## config.mk

```make
export PLATFORM = sky130hd
export DESIGN_NAME = fifo_wr_arbiter_flat
export DESIGN_NICKNAME = d
export VERILOG_FILES = /design/src/rtl/fifo_wr_arbiter_if.sv /design/src/rtl/fifo_wr_arbiter.sv /design/src/flat_wrapper.sv
export SDC_FILE = /design/constraint.sdc
export NUM_CORES = 1
export LEC_CHECK = 0
export ABC_AREA = 1
export BUFFER_PORTS_ARGS = -buffer_cell sky130_fd_sc_hd__buf_2
export CORE_MARGIN = 5
export CORE_UTILIZATION = 26
export CTS_BUF_LIST = sky130_fd_sc_hd__clkbuf_2 sky130_fd_sc_hd__clkbuf_4 sky130_fd_sc_hd__clkbuf_8
export CTS_CLUSTER_DIAMETER = 100
export DETAILED_ROUTE_END_ITERATION = 16
export HOLD_SLACK_MARGIN = 0.03
export PLACE_DENSITY = 0.51
export SKIP_LAST_GASP = 1
export SYNTH_ARGS = -nofsm -noshare
export SYNTH_HDL_FRONTEND = slang
export SYNTH_SLANG_ARGS = --single-unit
```

## constraint.sdc

```tcl
create_clock -name i_clk -period 2.2 [get_ports i_clk]
set_input_delay 0.22 -clock i_clk [delete_from_list [all_inputs] [get_ports i_clk]]
set_output_delay 0.22 -clock i_clk [all_outputs]
set_load 0.005 [all_outputs]
```

## src/rtl/fifo_wr_arbiter_if.sv

```systemverilog
// Requester and FIFO write-port bundle for fifo_wr_arbiter.
// slave = arbiter side, master = requesters/FIFO side.
interface fifo_wr_arbiter_if #(
    parameter int NREQ     = 4,
    parameter int MAX_DATA = 256
);
    localparam int CW = $clog2(MAX_DATA) + 1;

    logic [NREQ-1:0]   req_valid;
    logic [8*NREQ-1:0] req_data;
    logic [NREQ-1:0]   req_last;
    logic [NREQ-1:0]   req_ready;
    logic [CW-1:0]     fifo_count;
    logic              fifo_wen;
    logic [7:0]        fifo_wdata;
    logic [NREQ-1:0]   grant;
    logic              busy;

    modport slave (
        input  req_valid, req_data, req_last, fifo_count,
        output req_ready, fifo_wen, fifo_wdata, grant, busy
    );

    modport master (
        output req_valid, req_data, req_last, fifo_count,
        input  req_ready, fifo_wen, fifo_wdata, grant, busy
    );
endinterface

```

## src/rtl/fifo_wr_arbiter.sv

```systemverilog
// Round-robin burst arbiter sharing one FIFO write port.
// Grants are held per burst and capped at MAX_BURST beats.
module fifo_wr_arbiter #(
    parameter int NREQ      = 4,
    parameter int MAX_DATA  = 256,
    parameter int MAX_BURST = 16
) (
    input  logic                  i_clk,
    input  logic                  i_rst_n,
    fifo_wr_arbiter_if.slave      bus
);
    localparam int AW = $clog2(MAX_DATA);
    localparam int SW = AW + 2;
    localparam int PW = (NREQ > 1) ? $clog2(NREQ) : 1;
    localparam int BW = $clog2(MAX_BURST) + 1;

    typedef enum logic {
        S_IDLE,
        S_BURST
    } state_t;

    state_t          r_state;
    state_t          w_state_nxt;
    logic [NREQ-1:0] r_grant;
    logic [PW-1:0]   r_owner;
    logic [PW-1:0]   r_ptr;
    logic [BW-1:0]   r_beat_cnt;
    logic            r_wen;
    logic [7:0]      r_wdata;

    logic [SW-1:0]   w_sum;
    logic            w_space_ok;
    logic            w_found;
    logic [PW-1:0]   w_winner;
    logic            w_own_valid;
    logic            w_own_last;
    logic [7:0]      w_own_data;
    logic            w_accept;
    logic            w_release;
    logic [NREQ-1:0] w_ready;

    function automatic logic [PW-1:0] rr_idx(
        input logic [PW-1:0] p,
        input int            k
    );
        int s;
        s = (int'(p) + k) % NREQ;
        return PW'(s);
    endfunction

    // The write already in flight counts against free space.
    assign w_sum      = {1'b0, bus.fifo_count} + SW'(r_wen);
    assign w_space_ok = (w_sum < SW'(MAX_DATA));

    // Rotating priority search starting just after the last owner.
    always_comb begin
        w_found  = 1'b0;
        w_winner = '0;
        for (int k = 1; k <= NREQ; k++) begin
            if (!w_found && bus.req_valid[rr_idx(r_ptr, k)]) begin
                w_found  = 1'b1;
                w_winner = rr_idx(r_ptr, k);
            end
        end
    end

    // Mux the current owner's handshake and byte.
    always_comb begin
        w_own_valid = 1'b0;
        w_own_last  = 1'b0;
        w_own_data  = '0;
        for (int i = 0; i < NREQ; i++) begin
            if (r_owner == PW'(i)) begin
                w_own_valid = bus.req_valid[i];
                w_own_last  = bus.req_last[i];
                w_own_data  = bus.req_data[8*i +: 8];
            end
        end
    end

    assign w_accept  = (r_state == S_BURST) && w_own_valid && w_space_ok;
    assign w_release = w_accept &&
                       (w_own_last || (r_beat_cnt == BW'(MAX_BURST - 1)));

    // State register.
    always_ff @(posedge i_clk or negedge i_rst_n) begin
        if (!i_rst_n) r_state <= S_IDLE;
        else          r_state <= w_state_nxt;
    end

    // Next state and ready decode.
    always_comb begin
        w_state_nxt = r_state;
        w_ready     = '0;
        unique case (r_state)
            S_IDLE: begin
                if (w_found) w_state_nxt = S_BURST;
            end
            S_BURST: begin
                w_ready[r_owner] = w_space_ok;
                if (w_release) w_state_nxt = S_IDLE;
            end
            default: w_state_nxt = S_IDLE;
        endcase
    end

    // Grant, pointer, beat counter and registered FIFO write.
    always_ff @(posedge i_clk or negedge i_rst_n) begin
        if (!i_rst_n) begin
            r_grant    <= '0;
            r_owner    <= '0;
            r_ptr      <= PW'(NREQ - 1);
            r_beat_cnt <= '0;
            r_wen      <= 1'b0;
            r_wdata    <= '0;
        end else begin
            r_wen <= w_accept;
            if (w_accept) begin
                r_wdata    <= w_own_data;
                r_beat_cnt <= r_beat_cnt + 1'b1;
            end
            if ((r_state == S_IDLE) && w_found) begin
                r_grant    <= {{(NREQ-1){1'b0}}, 1'b1} << w_winner;
                r_owner    <= w_winner;
                r_beat_cnt <= '0;
            end
            if (w_release) begin
                r_ptr   <= r_owner;
                r_grant <= '0;
            end
        end
    end

    assign bus.req_ready  = w_ready;
    assign bus.fifo_wen   = r_wen;
    assign bus.fifo_wdata = r_wdata;
    assign bus.grant      = r_grant;
    assign bus.busy       = (r_state == S_BURST);

endmodule
```

## src/flat_wrapper.sv

```systemverilog
// flat-port wrapper written by rule: the top's interface ports become plain ports
module fifo_wr_arbiter_flat 
#(
    parameter int NREQ      = 4,
    parameter int MAX_DATA  = 256,
    parameter int MAX_BURST = 16
)
  (i_clk, i_rst_n, bus_req_valid, bus_req_data, bus_req_last, bus_fifo_count, bus_req_ready, bus_fifo_wen, bus_fifo_wdata, bus_grant, bus_busy);
  fifo_wr_arbiter_if #(.NREQ(NREQ), .MAX_DATA(MAX_DATA)) bus_i ();
  input  logic i_clk;
  input  logic i_rst_n;
  input wire logic [$bits(bus_i.req_valid)-1:0] bus_req_valid;
  input wire logic [$bits(bus_i.req_data)-1:0] bus_req_data;
  input wire logic [$bits(bus_i.req_last)-1:0] bus_req_last;
  input wire logic [$bits(bus_i.fifo_count)-1:0] bus_fifo_count;
  output wire logic [$bits(bus_i.req_ready)-1:0] bus_req_ready;
  output wire logic [$bits(bus_i.fifo_wen)-1:0] bus_fifo_wen;
  output wire logic [$bits(bus_i.fifo_wdata)-1:0] bus_fifo_wdata;
  output wire logic [$bits(bus_i.grant)-1:0] bus_grant;
  output wire logic [$bits(bus_i.busy)-1:0] bus_busy;
  assign bus_i.req_valid = bus_req_valid;
  assign bus_i.req_data = bus_req_data;
  assign bus_i.req_last = bus_req_last;
  assign bus_i.fifo_count = bus_fifo_count;
  assign bus_req_ready = bus_i.req_ready;
  assign bus_fifo_wen = bus_i.fifo_wen;
  assign bus_fifo_wdata = bus_i.fifo_wdata;
  assign bus_grant = bus_i.grant;
  assign bus_busy = bus_i.busy;
  fifo_wr_arbiter #(.NREQ(NREQ), .MAX_DATA(MAX_DATA), .MAX_BURST(MAX_BURST)) u_core (.i_clk(i_clk), .i_rst_n(i_rst_n), .bus(bus_i));
endmodule
```

Word-level counts from Yosys, hierarchy flattened
Cells that the tools add are included.
{"block": "op_classes", "n_reduce_logical": 15, "div": 0, "addsub": 6, "n_shift": 1, "bitwise_logic": 2, "mux": 38, "n_eq_ne": 4, "mul": 0, "magnitude_cmp": 7}
{"op": "$mux W8", "n": 4}
{"op": "$mux W1", "n": 19}
{"op": "$lt A2 B3 Y1 const B", "n": 5}
{"op": "$mux W4", "n": 3}
{"op": "$add A9 B1 Y10", "n": 1}
{"op": "$lt A10 B9 Y1 const B", "n": 1}
{"op": "$mux W5", "n": 2}
{"op": "$bmux W1 S2", "n": 4}
{"op": "$logic_and A1 B1 Y1", "n": 8}
{"op": "$mux W2", "n": 4}
{"op": "$add A5 B1 Y5 const B", "n": 1}
{"op": "$eq A5 B4 Y1 const B", "n": 1}
{"op": "$add A2 B1 Y2 const B", "n": 2}
{"op": "$add A2 B2 Y2 const B", "n": 2}
{"op": "$and A4 B4 Y4", "n": 1}
{"op": "$eq A2 B2 Y1 const B", "n": 2}
{"op": "$reduce_bool A2 Y1", "n": 2}
{"op": "$shl A1 B2 Y4 const A", "n": 1}
{"op": "$logic_not A1 Y1", "n": 3}
{"op": "$demux W1 S2", "n": 1}
{"op": "$eq A2 B1 Y1 const B", "n": 1}
{"op": "$ge A2 B1 Y1 const B", "n": 1}
{"op": "$logic_not A2 Y1", "n": 1}
{"op": "$pmux W1 S2", "n": 1}
{"op": "2 further kinds", "n": 2}
{"block": "word_totals", "ramBits": 0, "reg_bits": 23, "rom_bits": 0, "out_inout_bits": 18, "memories": 0, "input_bits": 51, "elab_cells": 80, "latchBits": 0}

Logic depth before layout (Yosys ltp)
{"block": "logic_depth", "word_depth": 16, "mapped_depth": 14, "mapped_depth_nobuf": 14}

Least setup slack after synthesis
Ideal clock, no wire load.
{"block": "synth_path", "path_kind": "reg2reg", "start": "register u_core.r_ptr[0]", "end": "register u_core.r_grant[0] (netlist: u_core.bus.grant[0])", "stages_incl_launch_ff": 13, "t_required_ns": 2.083, "path_buffers": 1, "setup_ns": 0.117, "synth_period_minus_slack_ns": 1.658, "arrival_ns": 1.541, "setup_slack_ns": 0.542, "path_cell_list": "dfstp_2 > inv_2 > buf_6 > nand2_1 > nand2_2 > nand2_2 > nand2_2 > nor2_4 > nand2_2 > o21ai_4 > nand2_2 > nand3_1 > nand2_1"}
{"block": "synth_between", "elab_chain_cells": 16, "word_cells_on_any_way": 31, "cone_classes": "add/sub (4); shift (1); mux (18); reduce/logical (8)"}
{"item": "from (decl)", "line_no": "fifo_wr_arbiter.sv:26", "text": "logic [PW-1:0] r_ptr;"}
{"item": "from (signal assigned)", "line_no": "fifo_wr_arbiter.sv:112", "text": "r_ptr <= PW'(NREQ - 1);"}
{"item": "from (signal assigned)", "line_no": "fifo_wr_arbiter.sv:128", "text": "r_ptr <= r_owner;"}
{"item": "$add A2 B1 Y2", "line_no": "fifo_wr_arbiter.sv:47", "text": "s = (int'(p) + k) % NREQ;"}
{"item": "$bmux W1 S2", "line_no": "fifo_wr_arbiter.sv:60", "text": "if (!w_found && bus.req_valid[rr_idx(r_ptr, k)]) begin"}
{"item": "$mux W1 (implied by the code)", "line_no": "fifo_wr_arbiter.sv:60"}
{"item": "$mux W1", "line_no": "fifo_wr_arbiter.sv:60"}
{"item": "$logic_not A1 Y1", "line_no": "fifo_wr_arbiter.sv:60"}
{"item": "$logic_and A1 B1 Y1", "line_no": "fifo_wr_arbiter.sv:60"}
{"item": "$mux W1", "line_no": "fifo_wr_arbiter.sv:60"}
{"item": "$logic_not A1 Y1", "line_no": "fifo_wr_arbiter.sv:60"}
{"item": "$logic_and A1 B1 Y1", "line_no": "fifo_wr_arbiter.sv:60"}
{"item": "$mux W1", "line_no": "fifo_wr_arbiter.sv:60"}
{"item": "$logic_not A1 Y1", "line_no": "fifo_wr_arbiter.sv:60"}
{"item": "$logic_and A1 B1 Y1", "line_no": "fifo_wr_arbiter.sv:60"}
{"item": "$mux W2", "line_no": "fifo_wr_arbiter.sv:60"}
{"item": "$shl A1 B2 Y4", "line_no": "fifo_wr_arbiter.sv:123", "text": "r_grant <= {{(NREQ-1){1'b0}}, 1'b1} << w_winner;"}
{"item": "$mux W4", "line_no": "fifo_wr_arbiter.sv:122", "text": "if ((r_state == S_IDLE) && w_found) begin"}
{"item": "$mux W4", "line_no": "fifo_wr_arbiter.sv:127", "text": "if (w_release) begin"}
{"item": "to (signal assigned)", "line_no": "fifo_wr_arbiter.sv:123"}
{"item": "to (decl)", "line_no": "fifo_wr_arbiter.sv:24", "text": "logic [NREQ-1:0] r_grant;"}
Parallel ways exist; a longest one is shown, timed or not. The select of a mux whose other input is x is not followed.
A chain may end at the register's enable or synchronous reset.

Worst setup path after layout
{"block": "layout_path", "start": "register u_core.r_ptr[0]", "end": "register u_core.r_owner[0]"}
{"block": "layout_between", "elab_chain_cells": 14, "word_cells_on_any_way": 27, "cone_classes": "add/sub (4); mux (16); reduce/logical (7)"}
{"item": "$add A2 B1 Y2", "line_no": "fifo_wr_arbiter.sv:47"}
{"item": "$bmux W1 S2", "line_no": "fifo_wr_arbiter.sv:60"}
{"item": "$mux W1 (implied by the code)", "line_no": "fifo_wr_arbiter.sv:60"}
{"item": "$mux W1", "line_no": "fifo_wr_arbiter.sv:60"}
{"item": "$logic_not A1 Y1", "line_no": "fifo_wr_arbiter.sv:60"}
{"item": "$logic_and A1 B1 Y1", "line_no": "fifo_wr_arbiter.sv:60"}
{"item": "$mux W1", "line_no": "fifo_wr_arbiter.sv:60"}
{"item": "$logic_not A1 Y1", "line_no": "fifo_wr_arbiter.sv:60"}
{"item": "$logic_and A1 B1 Y1", "line_no": "fifo_wr_arbiter.sv:60"}
{"item": "$mux W1", "line_no": "fifo_wr_arbiter.sv:60"}
{"item": "$logic_not A1 Y1", "line_no": "fifo_wr_arbiter.sv:60"}
{"item": "$logic_and A1 B1 Y1", "line_no": "fifo_wr_arbiter.sv:60"}
{"item": "$mux W1", "line_no": "fifo_wr_arbiter.sv:60"}
{"item": "$logic_and A1 B1 Y1", "line_no": "fifo_wr_arbiter.sv:122"}
{"item": "to (signal assigned)", "line_no": "fifo_wr_arbiter.sv:124", "text": "r_owner <= w_winner;"}
{"item": "to (decl)", "line_no": "fifo_wr_arbiter.sv:25", "text": "logic [PW-1:0] r_owner;"}
Parallel ways exist; a longest one is shown, timed or not. The select of a mux whose other input is x is not followed.

==> run_results.csv <==
group,metric,value,unit
placement,dp_hpwl,3743,um
drt,wl,4739,um
sta,finalMaxSlewViolations,0,
pwr,total_power,2.558,mW
synthesis,synth_area_leader_cell,"dfrtp_1",
critical_path,start_kind,"flip-flop",
critical_path,critPathMaxFanout,11,
sta,fin_tns_setup,0,ps
drt,viasPerCell,4.468,
synthesis,synth_top_area_share,32.89,%
sta,setup_viol_count_final,0,
finish,fillers,675,
synthesis,synth-seq-area-share,36.18,%
clocking,cts_max_level,1,
global_route,grt.met2_usage,20.87,%
finish,final_common_cell,"nand2_1",
status,status,"complete, no violations",
global_route,grt_pass1_vias,1723,
pwr,combinationalPowerShare,60.9,%
sta,setup_ws,277.0,ps
floorplan,num_rows,28,
finish,seqCellArea,578.1,um^2
synthesis,yosys_warnings,0,
floorplan,ioPinCount,69,
sta,grt_setup_unrepaired,"no",
flow_run,cap_violations,0,
clocking,clockBufferDepth,2,
floorplan,core_area,0.005956,mm^2
pwr,seq_power_share,28.3,%
worst_hold_path,min_path_type,"input port to flip-flop",
clocking,clk_latency,260,ps
floorplan,start_util,26.83,%
floorplan,die-height,88.39,um
critical_path,ff2ff_path_depth,11,
critical_path,cp_common_cell,"nand2_2",
drt,route.vias.total,1729,
critical_path,end_kind,"flip-flop",
synthesis,synthTopCellsByArea,"dfrtp_1 (33%), nand2_1 (23%), nand3_1 (8.5%)",
drt,drtIter0Drc,59,
sta,relSlewSlack,66.07,%
critical_path,cp.depth,11,
sta,clock.fmax,0.5200,GHz
placement,port_buffers,68,
floorplan,die_area,0.007813,mm^2
finish,final_util,34.96,%
worst_hold_path,min-delay-start,"bus_req_data[22]",
finish,syn2layout_area_growth,30.31,%
pwr,vdd_drop_max,0.3584,mV
synthesis,yosys.cell_types.count,30,
finish,n_antenna_cell,0,
finish,nets,366,
global_route,grt_pass1_wl,7914,um
critical_path,cp-startpoint,"u_core.r_ptr[0]$_DFFE_PN1P_",
critical_path,critPathKind,"flip-flop to flip-flop",
drt,routedWlPerCell,12.25,um
global_route,grtUsageMet1,17.06,%
pwr,internal-power,1.287,mW
drt,firstDrtPassIters,4,
critical_path,path_cells,"inv_2, nand2_1, nand2_2, nand2_2, nand2_2, nor2_4, nand2_2, o21ai_4, inv_2, nand2_1, o21ai_1",
drt,ant_nets,0,
finish,layout-drive-gt1-share,33.01,%
global_route,busiest_layer,"met2",
synthesis,syn_inst,241,
global_route,overflow,0,
sta,whs,259.7,ps
finish,multi_input_area,894.6,um^2
critical_path,path_buf_inv,2,
placement,gp_congestion,0.8856,
critical_path,arrival,2080,ps
clocking,cts_sinks,23,
synthesis,syn_area_per_cell,6.630,um^2
critical_path,critPathMaxStageDelay,650,ps
floorplan,dieWidth,88.39,um
pwr,p_clk_share,10.8,%
finish,mostFrequentLayoutCells,"nand2_1 (97), buf_2 (68), nand3_1 (27)",
pwr,p_sw,1.271,mW
clocking,cts_tree,"yes",
clocking,clk_pin_slew,80,ps
global_route,antenna_found_initial,0,
critical_path,rr_startpoint,"u_core.r_ptr[0]$_DFFE_PN1P_",
clocking,cts_made_buffers,3,
sta,period_share,87.41,%
sta,final_hold_viol_count,0,
pwr,power_per_cell_area,1229,mW/mm^2
pwr,total_leakage_power,1.164,nW
worst_hold_path,min_path_cells,5,
global_route,grt_max_degree,24,
global_route,grtUsageMet3,3.724,%
global_route,track_usage,12.83,%
sta,worstMarginPinSlew,508.9,ps
placement,place_ws,297.8,ps
synthesis,yosys_register_bits,23,
sta,fin_crit,1923,ps
critical_path,cp_top_family,"flip-flops",
clocking,clock-root-buffer,"clkbuf_8",
synthesis,syn_area,0.001598,mm^2
synthesis,syn-num-nets,294,
critical_path,cp.required,2350,ps
sta,fin_skew,5.831,ps
critical_path,cp_slowest_cell,"dfstp_2",
drt,drc,0,
clocking,cts.repair.resized,0,
pwr,p_sw_share,49.70,%
[layout make-up]
type / count / area share [%]
timing repair buffer: 72 / 17.91
tap: 75 / 4.507
sequential: 23 / 27.76
inverter: 25 / 4.507
clock buffer: 4 / 2.344
multi-input combinational: 188 / 42.97
[timing repair]
action | 4_1_cts | 5_1_grt
hold endpoints to repair | 21 | 0
buffers inserted | 0 | 0
hold buffers | 1 | 0
[registers in the layout, summed over array words and instances, names as in the netlist]
register and cells:
u_core.r_ptr 2, u_core.r_owner 2, u_core.bus.busy 1, u_core.r_beat_cnt 5, u_core.bus.grant 4, u_core.bus.fifo_wdata 8
u_core.bus.fifo_wen 1
[final timing paths]
kind                                                         to  slack, ps
max                               u_core.r_owner[0]$_DFFE_PN0P_        280
min                        u_core.bus.fifo_wdata[6]$_DFFE_PN0P_        260
max reg2reg                       u_core.r_owner[0]$_DFFE_PN0P_        280
min reg2reg                u_core.bus.fifo_wdata[7]$_DFFE_PN0P_        480
max in group asynchronous           u_core.r_ptr[0]$_DFFE_PN1P_       1370
min in group asynchronous       u_core.bus.grant[0]$_DFFE_PN0P_        460
[synthesized netlist by cell type]
cell and number:
inv_2 10, o22ai_1 1, nand3b_1 1, nand2_1 97, a21oi_1 4, or2_2 1, buf_2 1, o21ai_0 8
nand4_1 7, o21ai_1 3, xor2_1 2, nor3_1 4, dfrtp_1 21, nand2_4 1, clkbuf_1 2, a21o_1 1
o21ai_2 1, dfstp_2 2, buf_4 1, nand3_1 27, nor2_2 1, nor2_4 2, o21ai_4 1, a221oi_1 1
buf_6 1, inv_1 15, ha_1 2, nor2_1 13, o211ai_1 1, nand2_2 9
[power by group through the flow]
stage | Clock (mW) | Sequential (mW) | Combinational [mW]
after floorplan | 0 | 0.703 | 1.14
after detailed placement | 0 | 0.728 | 1.57
after global placement | 0 | 0.727 | 1.57
after CTS | 0.285 | 0.722 | 1.58
after global routing | 0.301 | 0.747 | 1.79
final | 0.276 | 0.723 | 1.56
[per-layer routing]
layer / share of wire [%] / routed length, um
met1: 48 / 2263
met5: 0 / 0
met2: 44 / 2093
met4: 0.42 / 20
met3: 7.6 / 362
[stage by stage]
step                      instance area [um^2]  cells
final                                     2082    387
after global routing                      2082    387
after CTS                                 2082    387
after detailed placement                  2023    382
after global placement                    2023    382
after floorplan                           1598    241
[kinds of logic after synthesis]
family          synth area share (%)
simple gates                   45.18
buf+inv                        7.831
flops                          36.18
compound gates                 8.145
fa+ha+maj                      1.566
xor+xnor                       1.097
[worst min-delay path, cell delays in order]
cell,delay [ps]
buf_2,80
nand2_1,40
nand4_1,60
nand2_1,50
nand2_1,40
No activity file was read; power rests on OpenSTA's default activity.
